$ cat config.mk
export PLATFORM = sky130hd
export DESIGN_NAME = disp_arbiter_flat
export DESIGN_NICKNAME = d
export VERILOG_FILES = /design/src/rtl/disp_arbiter_pkg.sv /design/src/rtl/disp_arbiter_if.sv /design/src/rtl/tick_prescaler.sv /design/src/rtl/disp_arbiter.sv /design/src/flat_wrapper.sv
export SDC_FILE = /design/constraint.sdc
export NUM_CORES = 1
export LEC_CHECK = 0
export CAP_MARGIN = 20
export CELL_PAD_IN_SITES_DETAIL_PLACEMENT = 0
export CELL_PAD_IN_SITES_GLOBAL_PLACEMENT = 1
export CORE_UTILIZATION = 51
export DETAILED_ROUTE_END_ITERATION = 8
export DONT_BUFFER_PORTS = 1
export GPL_TIMING_DRIVEN = 0
export PLACE_DENSITY = 0.92
export SLEW_MARGIN = 20
export SYNTH_ARGS = -nofsm -noshare
export SYNTH_HDL_FRONTEND = slang
export SYNTH_HIERARCHICAL = 1
export SYNTH_SLANG_ARGS = --single-unit
$ cat constraint.sdc
create_clock -name CLOCK_50 -period 5.75 [get_ports CLOCK_50]
set_input_delay 0.8625 -clock CLOCK_50 [delete_from_list [all_inputs] [get_ports CLOCK_50]]
set_output_delay 0.8625 -clock CLOCK_50 [all_outputs]
set_load 0.03 [all_outputs]
$ cat src/rtl/disp_arbiter_pkg.sv
// disp_arbiter_pkg: shared constants, the arbiter state type and a small
// index-to-one-hot helper used by the display arbiter.
package disp_arbiter_pkg;

    localparam int unsigned N_REQ  = 4;  // number of requesters
    localparam int unsigned CODE_W = 3;  // width of one display code
    localparam int unsigned IDX_W  = 2;  // width of a requester index
    localparam int unsigned HOLD_W = 8;  // hold counter width (HOLD_TICKS up to 255)

    typedef enum logic {
        ST_IDLE = 1'b0,
        ST_SHOW = 1'b1
    } state_e;

    function automatic logic [N_REQ-1:0] idx_to_onehot(input logic [IDX_W-1:0] idx);
        logic [N_REQ-1:0] oh;
        oh      = '0;
        oh[idx] = 1'b1;
        return oh;
    endfunction

endpackage

$ cat src/rtl/disp_arbiter_if.sv
// disp_arbiter_if: request/display bundle between requesters and the arbiter.
//   req      requester request levels, bit i = requester i
//   val      packed requester codes, val[3i+2:3i] = requester i
//   disp_val code shown on the 7-segment decoder
//   grant    one-hot grant, zero when idle
//   ack      one-cycle completion pulse per requester
//   busy     high while a slot is being shown
//   tick     prescaler heartbeat pulse
// Modports: master = requester side, slave = arbiter side.
interface disp_arbiter_if;
    import disp_arbiter_pkg::*;

    logic [N_REQ-1:0]        req;
    logic [N_REQ*CODE_W-1:0] val;
    logic [CODE_W-1:0]       disp_val;
    logic [N_REQ-1:0]        grant;
    logic [N_REQ-1:0]        ack;
    logic                    busy;
    logic                    tick;

    modport master (
        output req, val,
        input  disp_val, grant, ack, busy, tick
    );

    modport slave (
        input  req, val,
        output disp_val, grant, ack, busy, tick
    );

endinterface

$ cat src/rtl/tick_prescaler.sv
// tick_prescaler: free-running DIV_BITS-bit counter producing a one-cycle
// tick whenever the counter is all-ones (one tick every 2^DIV_BITS clocks).
//   clk    clock, rising edge
//   rst_n  synchronous active-low reset, clears the counter
//   tick   wrap pulse
module tick_prescaler #(
    parameter int unsigned DIV_BITS = 26
) (
    input  logic clk,
    input  logic rst_n,
    output logic tick
);

    logic [DIV_BITS-1:0] cnt_q;

    always_ff @(posedge clk) begin
        if (!rst_n) begin
            cnt_q <= '0;
        end else begin
            cnt_q <= cnt_q + 1'b1;
        end
    end

    assign tick = &cnt_q;

endmodule

$ cat src/rtl/disp_arbiter.sv
// disp_arbiter: shares one 7-segment display among four requesters. An idle
// cycle picks a winner (round-robin by default), latches its code and shows
// it for HOLD_TICKS prescaler ticks, pulsing ack on completion. A dropped
// request aborts the slot without ack. At least one idle cycle separates slots.
//   CLOCK_50  clock, rising edge
//   RESET_N   synchronous active-low reset
//   bus       disp_arbiter_if slave: req/val in, disp_val/grant/ack/busy/tick out
// Build option: define DISP_ARBITER_FIXED_PRIO_EN for strict fixed priority
// (requester 0 highest, no round-robin pointer).
module disp_arbiter
    import disp_arbiter_pkg::*;
#(
    parameter int unsigned       DIV_BITS   = 26,
    parameter int unsigned       HOLD_TICKS = 2,
    parameter logic [CODE_W-1:0] IDLE_CODE  = 3'b111
) (
    input logic           CLOCK_50,
    input logic           RESET_N,
    disp_arbiter_if.slave bus
);

    localparam logic [HOLD_W-1:0] HOLD_LAST = HOLD_W'(HOLD_TICKS - 1);

    logic                         tick;
    state_e                       state_q, state_d;
    logic [N_REQ-1:0]             grant_q, grant_d;
    logic [CODE_W-1:0]            code_q, code_d;
    logic [HOLD_W-1:0]            hold_q, hold_d;
    logic [IDX_W-1:0]             win_idx;
    logic                         slot_done;
    logic [N_REQ-1:0][CODE_W-1:0] vals;
`ifndef DISP_ARBITER_FIXED_PRIO_EN
    logic [IDX_W-1:0]             ptr_q, ptr_d;
`endif

    assign vals = bus.val;

    tick_prescaler #(
        .DIV_BITS(DIV_BITS)
    ) u_prescaler (
        .clk  (CLOCK_50),
        .rst_n(RESET_N),
        .tick (tick)
    );

    // Winner selection; only meaningful while some req bit is set.
    always_comb begin
        win_idx = '0;
`ifdef DISP_ARBITER_FIXED_PRIO_EN
        for (int i = N_REQ - 1; i >= 0; i--) begin
            if (bus.req[i]) win_idx = IDX_W'(i);
        end
`else
        // Scan from farthest to nearest so the first requester after ptr_q wins;
        // k = N_REQ wraps back onto ptr_q itself, the lowest-priority slot.
        for (int k = N_REQ; k >= 1; k--) begin
            if (bus.req[ptr_q + IDX_W'(k)]) win_idx = ptr_q + IDX_W'(k);
        end
`endif
    end

    // Completion takes precedence over a same-cycle request drop.
    assign slot_done = (state_q == ST_SHOW) && tick && (hold_q == HOLD_LAST);

    always_ff @(posedge CLOCK_50) begin
        if (!RESET_N) begin
            state_q <= ST_IDLE;
            grant_q <= '0;
            code_q  <= IDLE_CODE;
            hold_q  <= '0;
`ifndef DISP_ARBITER_FIXED_PRIO_EN
            ptr_q   <= IDX_W'(N_REQ - 1);
`endif
        end else begin
            state_q <= state_d;
            grant_q <= grant_d;
            code_q  <= code_d;
            hold_q  <= hold_d;
`ifndef DISP_ARBITER_FIXED_PRIO_EN
            ptr_q   <= ptr_d;
`endif
        end
    end

    always_comb begin
        state_d = state_q;
        grant_d = grant_q;
        code_d  = code_q;
        hold_d  = hold_q;
`ifndef DISP_ARBITER_FIXED_PRIO_EN
        ptr_d   = ptr_q;
`endif
        unique case (state_q)
            ST_IDLE: begin
                if (|bus.req) begin
                    state_d = ST_SHOW;
                    grant_d = idx_to_onehot(win_idx);
                    code_d  = vals[win_idx];
                    hold_d  = '0;
`ifndef DISP_ARBITER_FIXED_PRIO_EN
                    // Pointer moves at grant time, so an aborted slot still advances it.
                    ptr_d   = win_idx;
`endif
                end
            end
            ST_SHOW: begin
                if (slot_done || !(|(bus.req & grant_q))) begin
                    state_d = ST_IDLE;
                    grant_d = '0;
                end else if (tick) begin
                    hold_d = hold_q + HOLD_W'(1);
                end
            end
        endcase
    end

    always_comb begin
        bus.busy     = (state_q == ST_SHOW);
        bus.grant    = grant_q;
        bus.disp_val = (state_q == ST_SHOW) ? code_q : IDLE_CODE;
        bus.ack      = slot_done ? grant_q : '0;
        bus.tick     = tick;
    end

endmodule

$ cat src/flat_wrapper.sv
// flat-port wrapper written by rule: the top's interface ports become plain ports
module disp_arbiter_flat import disp_arbiter_pkg::*;
#(
    parameter int unsigned       DIV_BITS   = 26,
    parameter int unsigned       HOLD_TICKS = 2,
    parameter logic [CODE_W-1:0] IDLE_CODE  = 3'b111
)
  (CLOCK_50, RESET_N, bus_req, bus_val, bus_disp_val, bus_grant, bus_ack, bus_busy, bus_tick);
  disp_arbiter_if bus_i ();
  input logic CLOCK_50;
  input logic RESET_N;
  input wire logic [$bits(bus_i.req)-1:0] bus_req;
  input wire logic [$bits(bus_i.val)-1:0] bus_val;
  output wire logic [$bits(bus_i.disp_val)-1:0] bus_disp_val;
  output wire logic [$bits(bus_i.grant)-1:0] bus_grant;
  output wire logic [$bits(bus_i.ack)-1:0] bus_ack;
  output wire logic [$bits(bus_i.busy)-1:0] bus_busy;
  output wire logic [$bits(bus_i.tick)-1:0] bus_tick;
  assign bus_i.req = bus_req;
  assign bus_i.val = bus_val;
  assign bus_disp_val = bus_i.disp_val;
  assign bus_grant = bus_i.grant;
  assign bus_ack = bus_i.ack;
  assign bus_busy = bus_i.busy;
  assign bus_tick = bus_i.tick;
  disp_arbiter #(.DIV_BITS(DIV_BITS), .HOLD_TICKS(HOLD_TICKS), .IDLE_CODE(IDLE_CODE)) u_core (.CLOCK_50(CLOCK_50), .RESET_N(RESET_N), .bus(bus_i));
endmodule
### Word-level counts from Yosys, hierarchy flattened

Cells that the tools add are included.

| word-level totals | value |
|---|---|
| register bits after elaboration | 44 |
| word-level logic and storage cells | 63 |
| output and inout bits | 13 |

| cells by class | value |
|---|---|
| equal/unequal tests | 5 |
| $add $sub $neg | 5 |
| mux-type cells | 28 |
| magnitude comparators | 6 |
| reductions and logical operators | 11 |
| bitwise operators | 2 |

Operator list:

| operator | count |
|---|---|
| $add 26x1->26 const B | 1 |
| $reduce_and 26->1 | 1 |
| $mux 8 | 3 |
| $pmux 8 s2 | 1 |
| $lt 2x3->1 const B | 5 |
| $mux 4 | 3 |
| $add 8x1->8 const B | 1 |
| $bmux 1 s2 | 4 |
| $eq 8x1->1 const B | 1 |
| $mux 2 | 4 |
| $pmux 4 s2 | 1 |
| $reduce_or 4->1 | 2 |
| $mux 1 | 7 |
| $bmux 3 s2 | 1 |
| $mux 3 | 2 |
| $add 2x2->2 const B | 2 |
| $and 4x4->4 | 1 |
| $ne 2x1->1 const B | 2 |
| $ne 2x2->1 const B | 2 |
| $reduce_and 2->1 | 2 |
| $logic_and 1x1->1 | 3 |
| $reduce_and 3->1 | 1 |
| $add 2x1->2 const B | 1 |
| $demux 1 s2 | 1 |
| other kinds (5) | 5 |

### Longest topological paths before layout

| depth | value |
|---|---|
| depth after elaboration | 12 |
| depth in mapped cells | 11 |

### Hierarchy

Netlist, hierarchy kept.

Modules (own cells, without submodules):

| module | times used | area an instance (µm²) | cells each |
|---|---|---|---|
| tick_prescaler | 1 | 1,222.4 | 133 |
| disp_arbiter | 1 | 1,062.3 | 127 |

### Worst setup path before layout

OpenSTA, ideal clock, no wires.

| path | value |
|---|---|
| path kind | register to output |
| start point | register u_core.u_prescaler.cnt_q[0] |
| end point | output port bus_ack[0] |
| stages on the path, launching flop included | 10 |
| data arrival time | 3.059 ns |
| setup slack | 1.828 ns |
| buffers on the path | 2 |
| cells stage by stage | dfxtp_1 -> ha_1 -> clkbuf_1 -> nand2_1 -> or4_1 -> clkbuf_1 -> nor3_1 -> nand2_1 -> nor3_4 -> and2_1 |

| between the ends | value |
|---|---|
| cells in the longest elaborated chain, start to end | 4 |

RTL lines:

| element | RTL line | RTL |
|---|---|---|
| start: declaration | tick_prescaler.sv:14 | `logic [DIV_BITS-1:0] cnt_q;` |
| start signal: assignment | tick_prescaler.sv:20 | `cnt_q <= cnt_q + 1'b1;` |
| $reduce_and 26->1 | tick_prescaler.sv:24 | `assign tick = &cnt_q;` |
| net bus_tick | flat_wrapper.sv:18 | `output wire logic [$bits(bus_i.tick)-1:0] bus_tick;` |
| $logic_and 1x1->1 (2 in series) | disp_arbiter.sv:63 | `assign slot_done = (state_q == ST_SHOW) && tick && (hold_q == HOLD_LAST);` |
| $mux 4 | disp_arbiter.sv:121 | `bus.ack = slot_done ? grant_q : '0;` |
| end: declaration | flat_wrapper.sv:16 | `output wire logic [$bits(bus_i.ack)-1:0] bus_ack;` |

The timed path passes the listed nets, and every way through them passes these cells.

### Final worst setup path

| path | value |
|---|---|
| start point | register u_core.u_prescaler.cnt_q[0] |
| end point | output port bus_ack[1] |

Same word-level chain as after synthesis.

==> out/metrics.yaml <==
global_route:
  antenna_found_initial: 0
  grt.overflow.total: 0
  grt_usage_pct: 21.0
  grt_max_degree: 16
  grt_pass1_vias: 1661
  grt_pass1_wl_um: 7390
layout:
  nets: 288
  n_antenna_cell: 0
  final.fill_count: 395
  area.growth.synth_to_final_pct: 6.35
  drive_gt1_share_pct: 8.24
clock_network:
  htreeDepth: 2
  root_buffer: "clkbuf_8"
  cts_hold_buffers: 0
  cts_num_sinks: 44
  ctsResizeCount: 0
  tritoncts: "built"
  post_cts_buffers: 0
  insertion_delay_ns: 0.29
  path_clk_slew_ns: 0.07
  numCtsBuffers: 5
  cts_buffer_depth: 2
die:
  die_x_um: 68.9
  num_rows: 23
  die-area_um2: 4750
  fp.dieH_um: 68.9
  boundaryPins: 31
  start_util_pct: 55.1
  core_um2: 4140
setup_path:
  r2r-end: "u_core/hold_q[1]"
  cp-end-kind: "primary output"
  cp-start-kind: "flip-flop"
  max_stage_delay_ns: 0.65
  cp_cell_sequence: "ha_1 > clkbuf_1 > nand2_1 > or4_1 > clkbuf_1 > nor3_2 > nand2_1 > nor3_4 > and2_1"
  cp_num_cells: 9
  cp-startpoint: "u_core/u_prescaler/cnt_q[0]"
  worst_path_max_delay_cell: "nor3_2"
  r2r_slack_ns: 2.20
  critical_path_class: "flip-flop to primary output"
  path_buf_inv: 2
  worstPathMaxFanout: 10
  reg2reg_depth: 11
  critPathTopFamily: "simple AND/OR/NAND/NOR gates"
  arrival_ns: 3.51
  endpoint: "bus_ack[1]"
  worst_r2r_startpoint: "u_core/u_prescaler/cnt_q[0]"
  cp.required_ns: 4.89
routing:
  dr.pass1.iters: 4
  antenna_left: 0
  via_per_inst: 5.95
  drt_iter0_drc: 87
  wl_per_cell_um: 14.5
  drc: 0
  via_count: 1886
  routed_wl_um: 4600
power_and_ir_drop:
  swShare_pct: 26.4
  p_per_area_nw_per_um2: 236
  seq_power_share_pct: 57.5
  power_leakage_uw: 0.000859
  power_frac_comb_pct: 11.1
  power_frac_clock_pct: 31.4
  ir_drop_v: 0.000165
  switchingPower_uw: 152
  p_int_uw: 422
timing:
  hold_violations: 0
  fin_hold_ws_ns: 0.478
  rsz0062_at_grt: "false"
  finalClockSkew_ns: 0.00639
  worstMarginPinSlew_ns: 0.707
  finalCritPeriodShare_pct: 76.0
  slew_headroom_pct: 52.6
  finalSetupViolCount: 0
  final_max_slew_viol_count: 0
  fin_crit_ns: 4.37
  clock.fmax_mhz: 229
  setup_ws_ns: 1.38
  final.setup.tns_ns: 0
synth:
  synth_area_leaders: "dfxtp_1, and2_1, xor2_1, nand4_1, nand2_1"
  netlist_area_um2: 2280
  yosys.area.top_type_share_pct: 38.6
  synth_ff_type: "dfxtp_1"
  ys_types: 52
  synth_top_area_cell: "dfxtp_1"
  synthArstFlopShare_pct: 0
  netlist_instances: 260
  synth_nets: 281
  ys_warn_count: 6
  ys_ff_latch: 44
  synth_most_common_cell: "dfxtp_1"
  syn_avg_cell_area_um2: 8.79
  yosysSeqAreaShare_pct: 38.6
  synthTopCellsByCount: "dfxtp_1, nand2_1, and2_1"
  synth_edf_count: 0
flow_run:
  drv_cap: 0
placement:
  port-buffer-count: 0
  hpwl_um: 3290
  gp_congestion: 0.719
  detailedPlace.worstSlack_ns: 1.69
outcome:
  status: "finished clean"
worst_hold_path:
  hp-class: "flip-flop to flip-flop"
layer usage:
layer  routed length, um  GRT usage [%]  vias to the layer above
met5                   0              0                        -
met4                  60           7.65                        0
met3                 234           4.77                        8
met2                2100           34.2                       47
met1                2210           26.9                      873
li1                    -              -                      958
worst min-delay path, stage by stage, from the launching register on:
cell	delay (ns)
dfxtp_1	0.32
o31ai_1	0.06
a21boi_1	0.05
how the worst min path moves through the flow:
stage                                      start                      endpoint  slack (ns)  depth (start not counted)
floorplan            u_core/u_prescaler/cnt_q[0]   u_core/u_prescaler/cnt_q[0]        0.44                          1
global placement     u_core/u_prescaler/cnt_q[0]   u_core/u_prescaler/cnt_q[0]        0.47                          1
detailed placement  u_core/u_prescaler/cnt_q[23]  u_core/u_prescaler/cnt_q[23]        0.47                          2
CTS                 u_core/u_prescaler/cnt_q[23]  u_core/u_prescaler/cnt_q[23]        0.48                          2
global route        u_core/u_prescaler/cnt_q[23]  u_core/u_prescaler/cnt_q[23]        0.52                          2
finish              u_core/u_prescaler/cnt_q[23]  u_core/u_prescaler/cnt_q[23]        0.48                          2
registers in the layout, indices dropped and copies added (netlist names):
signal	count
u_core/hold_q	8
u_core/code_q	3
u_core/bus.grant	4
u_core/ptr_q	2
u_core/bus.busy	1
u_core/u_prescaler/cnt_q	26
cell families after synthesis:
logic type                 count (synthesis)  synth area share [%]
muxes                                      2                 0.986
AOI/OAI and AO/OA                         51                  15.3
and+or+nand+nor                          129                  33.7
xor gates and xnor gates                  20                  7.67
buffers and inverters                     11                  2.14
DFF                                       44                  38.6
adders and majority gates                  3                  1.64
power by group through the flow:
stage | sequential (uW) | clock (uW) | combinational, uW
floorplan | 335 | 0 | 52.0
global placement | 337 | 0 | 62.8
detailed placement | 337 | 0 | 63.5
CTS | 330 | 187 | 63.7
global route | 332 | 198 | 70.2
finish | 330 | 180 | 63.7
final cells by class:
class	count	area [um^2]	share of cell area, %
clock buffer	6	72.6	2.99
buffer	7	33.8	1.39
clock inverter	1	5.00	0.206
inverter	4	15.0	0.618
tap	50	62.6	2.57
multi-input combinational	205	1360	56.0
sequential	44	881	36.3
layout by cell type (no fill, tap or decap), types with 8 or more instances in the layout:
cell      count
nand4_1      14
dfxtp_1      44
nand2_1      22
nor2_1       15
nand3_1      12
xor2_1       11
and2_1       21
xnor2_1       9
o21ai_0      10
a21boi_0      8
per-stage QoR:
stage / total power, uW / utilization [%] / std cells / instance area [um^2]
detailed placement: 401 / 56.8 / 310 / 2350
finish: 574 / 58.6 / 317 / 2430
global route: 601 / 58.6 / 317 / 2430
floorplan: 387 / - / 260 / 2280
global placement: 400 / 56.6 / 310 / 2350
CTS: 581 / 58.6 / 317 / 2430
No activity file was read; power rests on OpenSTA's default activity.
==> RTL edit (same settings) <==
Build with the macro `DISP_ARBITER_FIXED_PRIO_EN` defined.
--- a/src/rtl/disp_arbiter.sv
+++ b/src/rtl/disp_arbiter.sv
@@ -9,2 +9,4 @@
 // (requester 0 highest, no round-robin pointer).
+`define DISP_ARBITER_FIXED_PRIO_EN
+
 module disp_arbiter
Function: changed (a bounded check fails within 4 cycles, from zero or initial values and one cycle with RESET_N low).
==> RTL edit against the original RTL <==
- worst setup slack worse by 200 ps
- routed wire length is 1.8% lower
- clock skew hardly changed
- total power is 8.6% lower
- synthesized area is 2.2% lower
- sequential cell count is 2 lower
- design area is 2.2% lower
==> RTL edit: results (changes against the original RTL) <==
- Initial DRC count: 153 (+76%)
- GP Congestion: 0.794 (+10%)
- Area of placed instances: 2300 um2 (-2.2%)
- Drt pass-1 iters: 5 (+1)
- Fillers: 394 (-0.25%)
- Largest net degree at the start of global routing: 12 (-4)
- Max Clock Skew: 6.35 ps (-0.0451 ps)
- WHS: 489 ps (+11.0 ps)
- Sequential fraction of the synthesis area: 0.376 (-0.00907)
- Placed cells: 308 (-0.65%)
- Distinct cell type count after synthesis: 50 (-3.8%)
- Place WS: 1460 ps (-228 ps)
- Final HPWL DP: 3280 um (-0.50%)
- R2r endpoint: u_core/hold_q[6]
- Status: complete, no violations
- Switching share of total power: 0.246 (-0.0180)
- CP Data Arrival Time: 3710 ps (+200 ps)
- Worst vdd ir: 128 uV (-22%)
- Layout cells sized above 1: 0.0755 (-0.00693)
- Vias in the first global route: 1701 (+2.4%)
- Met1 usage: 0.295 (+0.0264)
- Total Power: 0.000525 W (-8.6%)
- Post-route minimum period: 4570 ps (+200 ps)
- WL met2: 2050 um (-2.3%)
- Relative slew margins: 0.550 (+0.0239)
- DR vias/cell: 6.17 (+3.7%)
- CP peak stage delay: 630 ps (-20 ps)
RTL edit: cell types whose count changed after synthesis, sizes merged, moves of 4 or more:
cell / change
xor2: -6
nand2: -4
or4: +4
nor2: -12
clkbuf: +5
RTL edit: final cells by class:
cell class	instances	area [um2]	area share
inverters	6	22.5	0.00947
plain buffers	14	75.1	0.0316
multi-input cells	196	1300	0.547
flip-flops and latches	42	841	0.354
well taps	50	62.6	0.0263
clock buffers	7	76.3	0.0321
RTL edit: cells by family (layout without fill, tap and decap cells):
logic type | count (synthesis) | in the layout | synth area share
buffers and inverters | 20 | 27 | 0.0437
multiplexers | 1 | 1 | 0.00448
AO/OA/AOI/OAI | 59 | 59 | 0.181
adder cells (fa/ha/maj) | 3 | 3 | 0.0168
XOR/XNOR | 14 | 14 | 0.0549
AND/OR/NAND/NOR | 119 | 119 | 0.323
flip-flops | 42 | 42 | 0.376
